$ cat src/rtl/mmu_pkg.sv
// Shared constants for the MMU: register offsets, reset values, version and
// the common-RAM size table.
package mmu_pkg;

    localparam logic [7:0] VERSION_DEF = 8'h20;

    localparam logic [7:0] IO_PAGE  = 8'hD5;
    localparam logic [7:0] LCR_PAGE = 8'hFF;

    localparam logic [7:0] OFF_CR   = 8'h00;
    localparam logic [7:0] OFF_PCRA = 8'h01;
    localparam logic [7:0] OFF_PCRB = 8'h02;
    localparam logic [7:0] OFF_PCRC = 8'h03;
    localparam logic [7:0] OFF_PCRD = 8'h04;
    localparam logic [7:0] OFF_MCR  = 8'h05;
    localparam logic [7:0] OFF_RCR  = 8'h06;
    localparam logic [7:0] OFF_P0L  = 8'h07;
    localparam logic [7:0] OFF_P0H  = 8'h08;
    localparam logic [7:0] OFF_P1L  = 8'h09;
    localparam logic [7:0] OFF_P1H  = 8'h0A;
    localparam logic [7:0] OFF_VER  = 8'h0B;
    localparam logic [7:0] OFF_LCRD = 8'h04;

    localparam logic [7:0] RST_REG = 8'h00;
    localparam logic [7:0] RST_P1L = 8'h01;

    // Number of pages in each common-RAM area, selected by RCR[1:0].
    function automatic logic [7:0] common_pages(input logic [1:0] sel);
        case (sel)
            2'd0:    common_pages = 8'd4;
            2'd1:    common_pages = 8'd16;
            2'd2:    common_pages = 8'd32;
            default: common_pages = 8'd64;
        endcase
    endfunction

endpackage

$ cat src/rtl/mmu_page_ptr.sv
// Page pointer: writes to the high byte park in a shadow, and a write to the
// low byte commits low and shadowed high together.
module mmu_page_ptr #(
    parameter logic [7:0] RST_LO = 8'h00
) (
    input  logic       i_clk,
    input  logic       i_rst_n,
    input  logic       i_wr_lo,
    input  logic       i_wr_hi,
    input  logic [7:0] i_d,
    output logic [7:0] o_lo,
    output logic [7:0] o_hi
);

    logic [7:0] r_lo;
    logic [7:0] r_hi;
    logic [7:0] r_shadow;

    // Shadow capture and low-byte commit.
    always_ff @(posedge i_clk) begin
        if (!i_rst_n) begin
            r_lo     <= RST_LO;
            r_hi     <= 8'h00;
            r_shadow <= 8'h00;
        end else begin
            if (i_wr_hi) begin
                r_shadow <= i_d;
            end
            if (i_wr_lo) begin
                r_lo <= i_d;
                r_hi <= r_shadow;
            end
        end
    end

    assign o_lo = r_lo;
    assign o_hi = r_hi;

endmodule

$ cat src/rtl/mmu_8722.sv
// MMU top: configuration register file, read mux, page translation and
// common-RAM bank override.
module mmu_8722
    import mmu_pkg::*;
#(
    parameter logic [7:0] VERSION = VERSION_DEF
) (
    input  logic        clk,
    input  logic        rst_n,
    input  logic [15:0] a,
    input  logic        rw,
    input  logic        aec,
    input  logic        wr_stb,
    input  logic [7:0]  d_in,
    output logic [7:0]  d_out,
    output logic        d_oe,
    input  logic        game,
    input  logic        exrom,
    input  logic        k4080,
    output logic        ms0,
    output logic        ms1,
    output logic        ms2,
    output logic        ms3,
    output logic        z80en,
    output logic        fsdir,
    output logic [7:0]  ta,
    output logic [1:0]  bank,
    output logic [1:0]  vicbank
);

    logic [7:0] r_cr;
    logic [7:0] r_rcr;
    logic [7:0] r_pcr [0:3];
    logic [2:0] r_mcr;   // writable MCR bits {6, 3, 0}

    logic [7:0] w_page;
    logic [7:0] w_off;
    logic [1:0] w_pidx;
    logic       w_io_sel;
    logic       w_lcr_sel;
    logic       w_dec;
    logic       w_wr;
    logic [7:0] w_p0l, w_p0h, w_p1l, w_p1h;
    logic [7:0] w_rdata;
    logic [7:0] w_ta;
    logic [7:0] w_size;
    logic       w_common;

    assign w_page    = a[15:8];
    assign w_off     = a[7:0];
    assign w_pidx    = w_off[1:0] - 2'd1;
    assign w_io_sel  = (w_page == IO_PAGE) && (r_cr[0] == 1'b0) && (w_off <= OFF_VER);
    assign w_lcr_sel = (w_page == LCR_PAGE) && (w_off <= OFF_LCRD);
    assign w_dec     = w_io_sel | w_lcr_sel;
    assign w_wr      = aec & ~rw & wr_stb & w_dec;

    mmu_page_ptr #(.RST_LO(RST_REG)) u_p0 (
        .i_clk   (clk),
        .i_rst_n (rst_n),
        .i_wr_lo (w_wr & w_io_sel & (w_off == OFF_P0L)),
        .i_wr_hi (w_wr & w_io_sel & (w_off == OFF_P0H)),
        .i_d     (d_in),
        .o_lo    (w_p0l),
        .o_hi    (w_p0h)
    );

    mmu_page_ptr #(.RST_LO(RST_P1L)) u_p1 (
        .i_clk   (clk),
        .i_rst_n (rst_n),
        .i_wr_lo (w_wr & w_io_sel & (w_off == OFF_P1L)),
        .i_wr_hi (w_wr & w_io_sel & (w_off == OFF_P1H)),
        .i_d     (d_in),
        .o_lo    (w_p1l),
        .o_hi    (w_p1h)
    );

    // Configuration register writes; $FF01-$FF04 copy a preset into CR.
    always_ff @(posedge clk) begin
        if (!rst_n) begin
            r_cr  <= RST_REG;
            r_rcr <= RST_REG;
            r_mcr <= 3'b000;
            for (int i = 0; i < 4; i++) begin
                r_pcr[i] <= RST_REG;
            end
        end else if (w_wr) begin
            if (w_lcr_sel) begin
                if (w_off == OFF_CR) begin
                    r_cr <= d_in;
                end else begin
                    r_cr <= r_pcr[w_pidx];
                end
            end else begin
                case (w_off)
                    OFF_CR:   r_cr <= d_in;
                    OFF_PCRA, OFF_PCRB, OFF_PCRC, OFF_PCRD: r_pcr[w_pidx] <= d_in;
                    OFF_MCR:  r_mcr <= {d_in[6], d_in[3], d_in[0]};
                    OFF_RCR:  r_rcr <= d_in;
                    default:  ;
                endcase
            end
        end
    end

    // Read data mux.
    always_comb begin
        w_rdata = 8'h00;
        if (w_lcr_sel) begin
            if (w_off == OFF_CR) begin
                w_rdata = r_cr;
            end else begin
                w_rdata = r_pcr[w_pidx];
            end
        end else if (w_io_sel) begin
            case (w_off)
                OFF_CR:   w_rdata = r_cr;
                OFF_PCRA, OFF_PCRB, OFF_PCRC, OFF_PCRD: w_rdata = r_pcr[w_pidx];
                OFF_MCR:  w_rdata = {k4080, r_mcr[2], exrom, game, r_mcr[1], 2'b11, r_mcr[0]};
                OFF_RCR:  w_rdata = r_rcr;
                OFF_P0L:  w_rdata = w_p0l;
                OFF_P0H:  w_rdata = w_p0h;
                OFF_P1L:  w_rdata = w_p1l;
                OFF_P1H:  w_rdata = w_p1h;
                OFF_VER:  w_rdata = VERSION;
                default:  w_rdata = 8'h00;
            endcase
        end else begin
            w_rdata = 8'h00;
        end
    end

    assign d_oe  = aec & rw & w_dec;
    assign d_out = d_oe ? w_rdata : 8'h00;

    // Page swap; the P0 pair wins whenever it overlaps the P1 pair.
    always_comb begin
        w_ta = w_page;
        if (!aec) begin
            w_ta = w_page;
        end else if (w_page == 8'h00) begin
            w_ta = w_p0l;
        end else if (w_page == w_p0l) begin
            w_ta = 8'h00;
        end else if (w_page == 8'h01) begin
            w_ta = w_p1l;
        end else if (w_page == w_p1l) begin
            w_ta = 8'h01;
        end else begin
            w_ta = w_page;
        end
    end

    assign ta = w_ta;

    // 8'h00 - size wraps to 256 - size, the first page of the top area.
    assign w_size   = common_pages(r_rcr[1:0]);
    assign w_common = (r_rcr[2] && (w_page < w_size)) ||
                      (r_rcr[3] && (w_page >= (8'h00 - w_size)));

    assign bank    = w_common ? 2'b00 : r_cr[7:6];
    assign vicbank = r_rcr[7:6];
    assign ms0     = r_cr[5];
    assign ms1     = r_cr[4];
    assign ms2     = r_cr[0];
    assign ms3     = ~r_mcr[2];
    assign z80en   = r_mcr[0];
    assign fsdir   = r_mcr[1];

endmodule

$ cat config.mk
export PLATFORM = sky130hd
export DESIGN_NAME = mmu_8722
export DESIGN_NICKNAME = d
export VERILOG_FILES = /design/src/rtl/mmu_pkg.sv /design/src/rtl/mmu_page_ptr.sv /design/src/rtl/mmu_8722.sv
export SDC_FILE = /design/constraint.sdc
export NUM_CORES = 1
export LEC_CHECK = 0
export CORE_ASPECT_RATIO = 0.9
export CORE_UTILIZATION = 44
export DETAILED_ROUTE_END_ITERATION = 7
export GPL_TIMING_DRIVEN = 0
export PLACE_DENSITY = 0.61
export SETUP_SLACK_MARGIN = 0.4
export SKIP_LAST_GASP = 1
export SYNTH_ARGS = -nofsm -noshare
export SYNTH_HDL_FRONTEND = slang
export SYNTH_HIERARCHICAL = 1
export SYNTH_SLANG_ARGS = --single-unit
$ cat constraint.sdc
create_clock -name clk -period 7.3 [get_ports clk]
set_input_delay 2.19 -clock clk [delete_from_list [all_inputs] [get_ports clk]]
set_output_delay 2.19 -clock clk [all_outputs]
set_load 0.05 [all_outputs]
* Yosys cells after proc, flatten, opt, wreduce, memory -nomap -nowiden
Memories as Yosys holds them, arrays and structs flattened. Index checks and enable logic that the tools add are counted.
Word-level totals: register bits 67, latch bits 0, memory bits (writable) 32, ROM bits 0, bits of input ports 32, output and inout port bits 27, logic and storage cells 88, memories 1
Cells by class: add/subtract/negate cells 2, $mul 0, div/mod/pow operators 0, $lt $le $gt $ge 4, eq/ne operators 18, shifts and indexed selects 0, multiplexer cells 24, bitwise gates (word level) 15, reductions and logical operators 15
Memory list:
- r_pcr | words 4, width 8, read ports 1, clocked after memory_dff 0, wr ports 4, line mmu_8722.sv:33 | logic [7:0] r_pcr [0:3];
Operators by type and width (count):
- $mux W8 | 13
- $pmux W8 S9 | 1
- $eq A8 B3 Y1 const B | 4
- $eq A8 B4 Y1 const B | 4
- $pmux W7 S3 | 1
- $eq A8 B1 Y1 const B | 2
- $eq A8 B2 Y1 const B | 2
- $eq A8 B8 Y1 | 2
- $eq A8 B8 Y1 const B | 2
- $logic_not A8 Y1 | 2
- $and A1 B1 Y1 | 10
- $ge A8 B8 Y1 | 1
- $le A8 B3 Y1 const B | 1
- $le A8 B4 Y1 const B | 1
- $lt A8 B8 Y1 | 1
- $reduce_or A8 Y1 | 1
- $sub A1 B8 Y8 const A | 1
- $mux W1 | 7
- $reduce_and A3 Y1 | 2
- $logic_and A1 B1 Y1 | 5
- $mux W2 | 2
- $not A1 Y1 | 4
- $reduce_or A4 Y1 | 1
- $eq A2 B1 Y1 const B | 1
- 7 further kinds | 7

* Longest topological paths before layout
Gate-level depths: netlist of run 1.
word-level depth 10, depth in mapped cells 10

* Cells and area by module
Netlist of run 1, hierarchy kept.
By module, submodules not included:
- mmu_8722 | instances 1, cells an instance 399, area an instance 3837.4 um2
- mmu_page_ptr at u_p0 | instances 1, cells an instance 77, area an instance 917.1 um2
- mmu_page_ptr at u_p1 | instances 1, cells an instance 77, area an instance 914.6 um2

* Worst setup path after synthesis of run 1
No wires, ideal clock.
path type input -> output, start input port a[0], end output port d_out[3], arrival 4.909 ns, required time 5.110 ns, slack 0.201 ns, stages 9, path through buf_1 > inv_1 > ha_1 > clkbuf_1 > or4_1 > and4_1 > clkbuf_1 > a2111oi_0 > o22ai_1
Between the ends: cells in the longest elaborated chain, start to end 6, elaborated cells between the ends (all ways) 26, classes of those cells add/sub (1); order compare (2); eq/ne (11); mux (5); bitwise (2); reduce/logical (4); memory (1)
Ends and longest elaborated chain:
- from (decl) | line mmu_8722.sv:10 | input logic [15:0] a,
- $sub A2 B1 Y2, or another cell as far along | line mmu_8722.sv:51 | assign w_pidx = w_off[1:0] - 2'd1;
- $mem_v2 Z4 W8 / $reduce_or A4 Y1 (equally long branches)
- $pmux W8 S9 | line mmu_8722.sv:115 | case (w_off)
- $mux W8 | line mmu_8722.sv:114 | end else if (w_io_sel) begin
- $mux W8 | line mmu_8722.sv:108 | if (w_lcr_sel) begin
- $mux W8 * | line mmu_8722.sv:133 | assign d_out = d_oe ? w_rdata : 8'h00;
- to (decl) | line mmu_8722.sv:15 | output logic [7:0] d_out,
Mark *: on every way between the ends. The rest lies on a longest branch, timed or not.

* Worst setup path in the final report of run 1
start input port a[12], end output port d_oe
Between the ends: cells in the longest elaborated chain, start to end 5, elaborated cells between the ends (all ways) 7, classes of those cells eq/ne (2); bitwise (2); reduce/logical (3)
Ends and longest elaborated chain:
- $eq A8 B8 Y1 | line mmu_8722.sv:52 | assign w_io_sel = (w_page == IO_PAGE) && (r_cr[0] == 1'b0) && (w_off <= OFF_VER);
- $logic_and A1 B1 Y1 (2 in series) | line mmu_8722.sv:52
- $or A1 B1 Y1 * | line mmu_8722.sv:54 | assign w_dec = w_io_sel | w_lcr_sel;
- $and A1 B1 Y1 * | line mmu_8722.sv:132 | assign d_oe = aec & rw & w_dec;
- to (decl) | line mmu_8722.sv:16 | output logic d_oe,
Marked as above.

==> qor.yml, run 1 <==
global_routing:
  grt-busiest-layer: "met2"
  grtUsageMet2: 0.420
  grt_max_degree: 18
  grt_pass1_vias: 4386
  gr-usage-met3: 0.0498
  antenna_found_initial: 0
  grt.total_usage: 0.258
  globalRouteOverflowTotal: 0
  grt_use_met1: 0.355
  grt_pass1_wl_mm: 25.2
clocking:
  clk_pin_slew_worst_paths_ps: 60
  clock_latency_ps: 340
  clockBufferDepth: 2
  cts_tree: "built"
  cts_root_buf: "clkbuf_16"
  cts_sinks: 99
  cts_made_buffers: 9
  htreeDepth: 3
setup_path:
  worst_setup_path_end_kind: "output port"
  path_delay_family: "buffers and inverters"
  path_buf_inv: 4
  crit_chain: "clkdlybuf4s50_1 > clkbuf_2 > inv_1 > or4_4 > nor3_2 > a21oi_1 > nor2_1 > dlygate4sd2_1"
  cp_max_fo: 6
  timing_worst_setup_path_type: "primary input to output port"
  slowest_stage: "or4_4"
  setup.worst_path.start_class: "primary input"
  worst_ep_arrival_time_ps: 4620
  max_stage_delay_ps: 590
  worst-endpoint-required_ps: 5110
timing:
  timing.final.crit_share: 0.933
  rsz0062_at_grt: "false"
  hold_viol: 0
  slew-limit-headroom: 0.130
  fmax_ghz: 0.147
  setup_viol_count_final: 0
  worst_slew_pin_slew_ps: 1290
  fin_skew_ps: 5.77
  setup_slack_ps: 489
  slew_violations: 0
  period_needed_ps: 6810
route:
  wl_mm: 16.8
  viasPerCell: 5.90
  dr_total_vias: 4653
  wl_per_cell_um: 21.3
  first_pass_iters: 6
  drtAntennaViolNets: 0
  drcViolationCount: 0
  detail_route.iter0.violations: 504
placed_design:
  gp_congestion: 0.866
  hpwlAfterDp_mm: 12.1
  post-place-ws_ps: -1220
  numPortBuffers: 56
pwr:
  p_leak_uw: 0.00247
  power_density_nw_per_um2: 184
  peakVddDrop_mv: 0.129
cells_and_area:
  layout-drive-gt1-share: 0.135
  final_nets: 669
  diodes: 0
  fillers: 1122
  syn_to_final_growth_pct: 20.5
  fin_util: 0.555
logic_synthesis:
  synth_compound_area_frac: 0.114
  synth_commonest_cells: "77 x mux2i_1, 67 x dfxtp_1, 50 x nor2b_1"
  yosys_register_bits: 99
  synthXorXnorAreaFrac: 0.0247
  synthMuxAreaShare: 0.168
  async_reset_ff_frac: 0
  yosysMostFrequentCell: "mux2i_1"
  synth_cell_type_count: 62
  synth_edf_count: 32
  synth_fa_ha_area_frac: 0.0309
  synth-main-ff-cell: "dfxtp_1"
  synth_top_family_by_area: "simple AND/OR/NAND/NOR gates"
  synth.largest_area_cell: "dfxtp_1"
  yosysSeqAreaShare: 0.406
  synthSimpleGateAreaFrac: 0.207
  yosys_warnings: 6
  synthTopCellsByArea: "dfxtp_1 24%, edfxtp_1 17%, mux2i_1 14%, nor2b_1 5.5%, and2_1 3.8%"
  synth.avg_cell_area_um2: 10.3
  synth_top_area_frac: 0.237
  synthesis.area_um2: 5670
  syn_inst: 553
floorplanning:
  rows: 38
  io_pins: 59
  die_w_um: 122
  die_area_um2: 13300
  chipHeight_um: 110
  start_util: 0.460
  core_area_um2: 12300
hold_path:
  min_path_type: "register to register"
status:
  status: "finished, final reports clean"
run:
  drv_cap: 0
[stage by stage]
| step | power [uW] | hold WS [ps] | std cells | instance area, um^2 | TNS [ps] |
|---|---|---|---|---|---|
| global placement | 718 | 445 | 770 | 6440 | -7040 |
| detailed placement | 720 | 458 | 770 | 6440 | -7350 |
| floorplan | 662 | 438 | 554 | 5680 | 0 |
| finish | 1260 | 468 | 788 | 6830 | 0 |
| CTS | 1260 | 468 | 787 | 6810 | 0 |
| global route | 1300 | 475 | 788 | 6830 | 0 |
[sequential cells by signal (all words and copies together), names as in the netlist]
register,flops
u_p1/o_hi,8
r_pcr,32
u_p1/o_lo,8
u_p0/o_lo,8
u_p0/r_shadow,8
r_rcr,8
u_p1/r_shadow,8
r_mcr,3
u_p0/o_hi,8
r_cr,8
[worst reg2reg max path, stage by stage (launching register included)]
cell	delay (ps)
dfxtp_1	400
a21oi_1	200
nand4_1	170
nor2_1	430
nand2_1	100
o31ai_1	1030
[placed cells by master (no fill, tap or decap), types with 11 or more instances in the layout]
master	count
a21oi_1	15
and2_1	34
buf_2	11
clkbuf_1	14
clkdlybuf4s50_1	35
dfxtp_1	67
edfxtp_1	32
ha_1	14
inv_1	16
mux2i_1	77
nand2_1	33
nor2b_1	50
nor3_1	12
o22ai_1	13
[path summary, 6_finish.rpt]
kind / startpoint / endpoint / slack (ps) / cells after the start
max: a[12] / d_oe / 490 / 8
min: r_rcr[4] / r_rcr[4] / 470 / 2
max reg2reg: r_cr[0] / r_pcr[3][6] / 4580 / 5
min reg2reg: r_rcr[4] / r_rcr[4] / 470 / 2
[kinds of logic (layout without fill, tap and decap cells)]
group	count (synthesis)	count (layout)
multiplexers	85	85
adder cells (fa/ha/maj)	14	14
other	1	2
buffers and inverters	53	127
AO/OA/AOI/OAI	89	89
flip-flops	99	99
AND/OR/NAND/NOR	196	196
XOR/XNOR	16	16
[metal layers]
layer	up-vias	share of wire
li1	2176	-
met1	2247	0.45
met4	0	0.019
met2	204	0.46
met3	26	0.071
met5	-	0
[what timing repair did]
action,4_1_cts,5_1_grt
hold buffers,0,0
setup endpoints to repair,19,18
pin swaps,0,1
setup buffers,1,1
gates resized for setup,72,24
[cell type report]
class,instances,area [um^2],share of cell area
plain buffers,36,234,0.0343
well taps,160,200,0.0293
inverters,17,63.8,0.00934
clock buffers,10,250,0.0366
clock inverters,6,97.6,0.0143
flip-flops and latches,99,2300,0.337
multi-input cells,402,3170,0.464
repair buffers,58,515,0.0755
[power breakdown]
part | internal (uW) | total (uW) | switching, uW | leakage (uW)
Clock | 339 | 549 | 211 | 0.000177
Combinational | 49.9 | 132 | 82.3 | 0.00145
Sequential | 576 | 578 | 2.53 | 0.000843
Total | 964 | 1260 | 296 | 0.00247
No activity file was read; power rests on OpenSTA's default activity.
==> inputs of run 2 (changes only) <==
- RECOVER_POWER: not set -> 50
- SETUP_SLACK_MARGIN: 0.4 -> not set
==> qor.yml, run 2 (synthesized netlist as in run 1, its figures left out) <==
status:
  status: "finished, final reports clean"
setup_path:
  slowest_stage: "or4_4"
  crit_chain: "clkdlybuf4s50_1 > buf_2 > nand2_1 > or4_4 > nor3_1 > nand2_1 > o22ai_1 > clkdlybuf4s15_2"
  worst-endpoint-required_ps: 5110  # about the same
  max_stage_delay_ps: 520  # -70 ps
  rr_endpoint: "r_pcr[2][3]"
  timing_worst_setup_path_type: "primary input to output port"
  rr_worst_depth: 6  # +1
  worst_ep_arrival_time_ps: 5110  # +490 ps
  rrSetupSlack_ps: 4100  # -480 ps
  worst_setup_path_end_kind: "output port"
  setup.worst_path.start_class: "primary input"
  cp_max_fo: 8  # +2
  crit_top_cell: "nand2_1"
  r2r_start: "r_cr[0]"
timing:
  hold_viol: 0  # unchanged
  slew_violations: 0  # unchanged
  rsz0062_at_grt: "false"
  timing.final.crit_share: 1.00  # +0.0667
  slew-limit-headroom: 0.351  # +0.221
  setup_viol_count_final: 0  # unchanged
  fmax_ghz: 0.137  # -6.7%
  period_needed_ps: 7300  # +487 ps
  tns_ps: 0  # unchanged
  worst_slew_pin_slew_ps: 971  # -323 ps
  fin_skew_ps: 4.59  # -1.18 ps
global_routing:
  grt.total_usage: 0.270  # +0.0121
  antenna_found_initial: 0  # unchanged
  grt_use_met1: 0.364  # +0.00862
  grtUsageMet2: 0.423  # +0.00325
  grt-busiest-layer: "met2"
  grt_pass1_wl_mm: 26.0  # +3.2%
  grt_pass1_vias: 4464  # +1.8%
  gr-usage-met3: 0.0747  # +0.0249
  grt_max_degree: 18  # unchanged
  globalRouteOverflowTotal: 0  # unchanged
placed_design:
  hpwlAfterDp_mm: 12.7  # +4.5%
  dp_cells: 770  # unchanged
  gp_congestion: 0.919  # +6.1%
  numPortBuffers: 56  # unchanged
floorplanning:
  rows: 38  # unchanged
  core_area_um2: 12300  # unchanged
  die_area_um2: 13300  # unchanged
  die_w_um: 122  # unchanged
  start_util: 0.460  # unchanged
  chipHeight_um: 110  # unchanged
  io_pins: 59  # unchanged
hold_path:
  min_path_type: "register to register"
  worstHoldStart: "r_rcr[4]"
  worstHoldPathCells: 2  # unchanged
  min_to: "r_rcr[4]"
clocking:
  cts_sinks: 99  # unchanged
  htreeDepth: 3  # unchanged
  cts_made_buffers: 9  # unchanged
  cts_root_buf: "clkbuf_16"
  clk_pin_slew_worst_paths_ps: 70  # about the same
  clock_latency_ps: 350  # about the same
  cts_resized: 35  # -51%
  cts_tree: "built"
  hold_buffers: 0  # unchanged
  post_cts_buffers: 0  # -1
  clockBufferDepth: 2  # unchanged
cells_and_area:
  syn_to_final_growth_pct: 18.4
  final_nets: 666  # -0.45%
  fillers: 1109  # -1.2%
  mostFrequentLayoutCells: "77 x mux2i_1, 67 x dfxtp_1, 50 x nor2b_1"
  largest_reg_flops: 32  # unchanged
  layout-drive-gt1-share: 0.0992  # -0.0362
  top_register: "r_pcr"
  diodes: 0  # unchanged
  final_common_cell: "mux2i_1"
  stdcell_count: 785  # -0.38%
pwr:
  p_leak_uw: 0.00241  # -2.1%
  peakVddDrop_mv: 0.117  # -9.3%
  power_density_nw_per_um2: 176  # -4.3%
route:
  dr_total_vias: 4631  # -0.47%
  first_pass_iters: 5  # -1
  wl_per_cell_um: 22.0  # +3.2%
  detail_route.iter0.violations: 458  # -9.1%
  wl_mm: 17.3  # +2.8%
  drcViolationCount: 0  # unchanged
  drtAntennaViolNets: 0  # unchanged
  viasPerCell: 5.90  # about the same
run:
  drv_cap: 0  # unchanged
-- run 2: layout make-up --
cell class | count | area [um^2] | area share
clock buffers | 10 | 250 | 0.0373
inverters | 17 | 63.8 | 0.00950
well taps | 160 | 200 | 0.0298
repair buffers | 56 | 549 | 0.0818
flip-flops and latches | 99 | 2300 | 0.343
clock inverters | 6 | 47.5 | 0.00708
multi-input cells | 402 | 3110 | 0.463
plain buffers | 35 | 193 | 0.0287
-- run 2: how the worst max path moves through the flow --
| stage | from | endpoint | slack, ps | depth (start not counted) |
|---|---|---|---|---|
| 6_report | a[14] | d_out[5] | 2 | 8 |
| 5_1_grt | a[12] | d_out[5] | 30 | 8 |
| 4_1_cts | a[12] | ta[4] | 30 | 8 |
| 3_5_place_dp | a[0] | d_out[3] | -1580 | 11 |
| 3_3_place_gp | a[0] | d_out[3] | -1610 | 11 |
| 2_1_floorplan | a[0] | d_out[3] | 200 | 9 |
-- run 2: through the flow --
step | cell area (um^2) | hold WS (ps) | util | worst slack [ps] | total power (uW)
final | 6710 | 486 | 0.545 | 2.30 | 1180
after global routing | 6710 | 495 | 0.545 | 28.0 | 1230
after detailed placement | 6430 | 465 | 0.522 | -1580 | 721
after floorplan | 5670 | 438 | - | 201 | 662
after global placement | 6430 | 461 | 0.522 | -1610 | 720
after CTS | 6740 | 481 | 0.547 | 25.7 | 1190
-- run 2: metal layers --
metal | vias up | wire length (um)
met5 | - | 0
met4 | 0 | 434
met3 | 32 | 1400
met2 | 195 | 7940
met1 | 2233 | 7520
li1 | 2171 | -
-- run 2: worst max-delay path, delay by kind of cell --
family	cells	cell delay (ps)
compound gates	1	330
buf+inv	3	1190
simple gates	4	1390
-- run 2: power breakdown --
| part | total (uW) | switching [uW] | internal [uW] |
|---|---|---|---|
| sequential | 578 | 2.36 | 576 |
| combinational | 134 | 82.8 | 50.9 |
| clock | 473 | 219 | 254 |
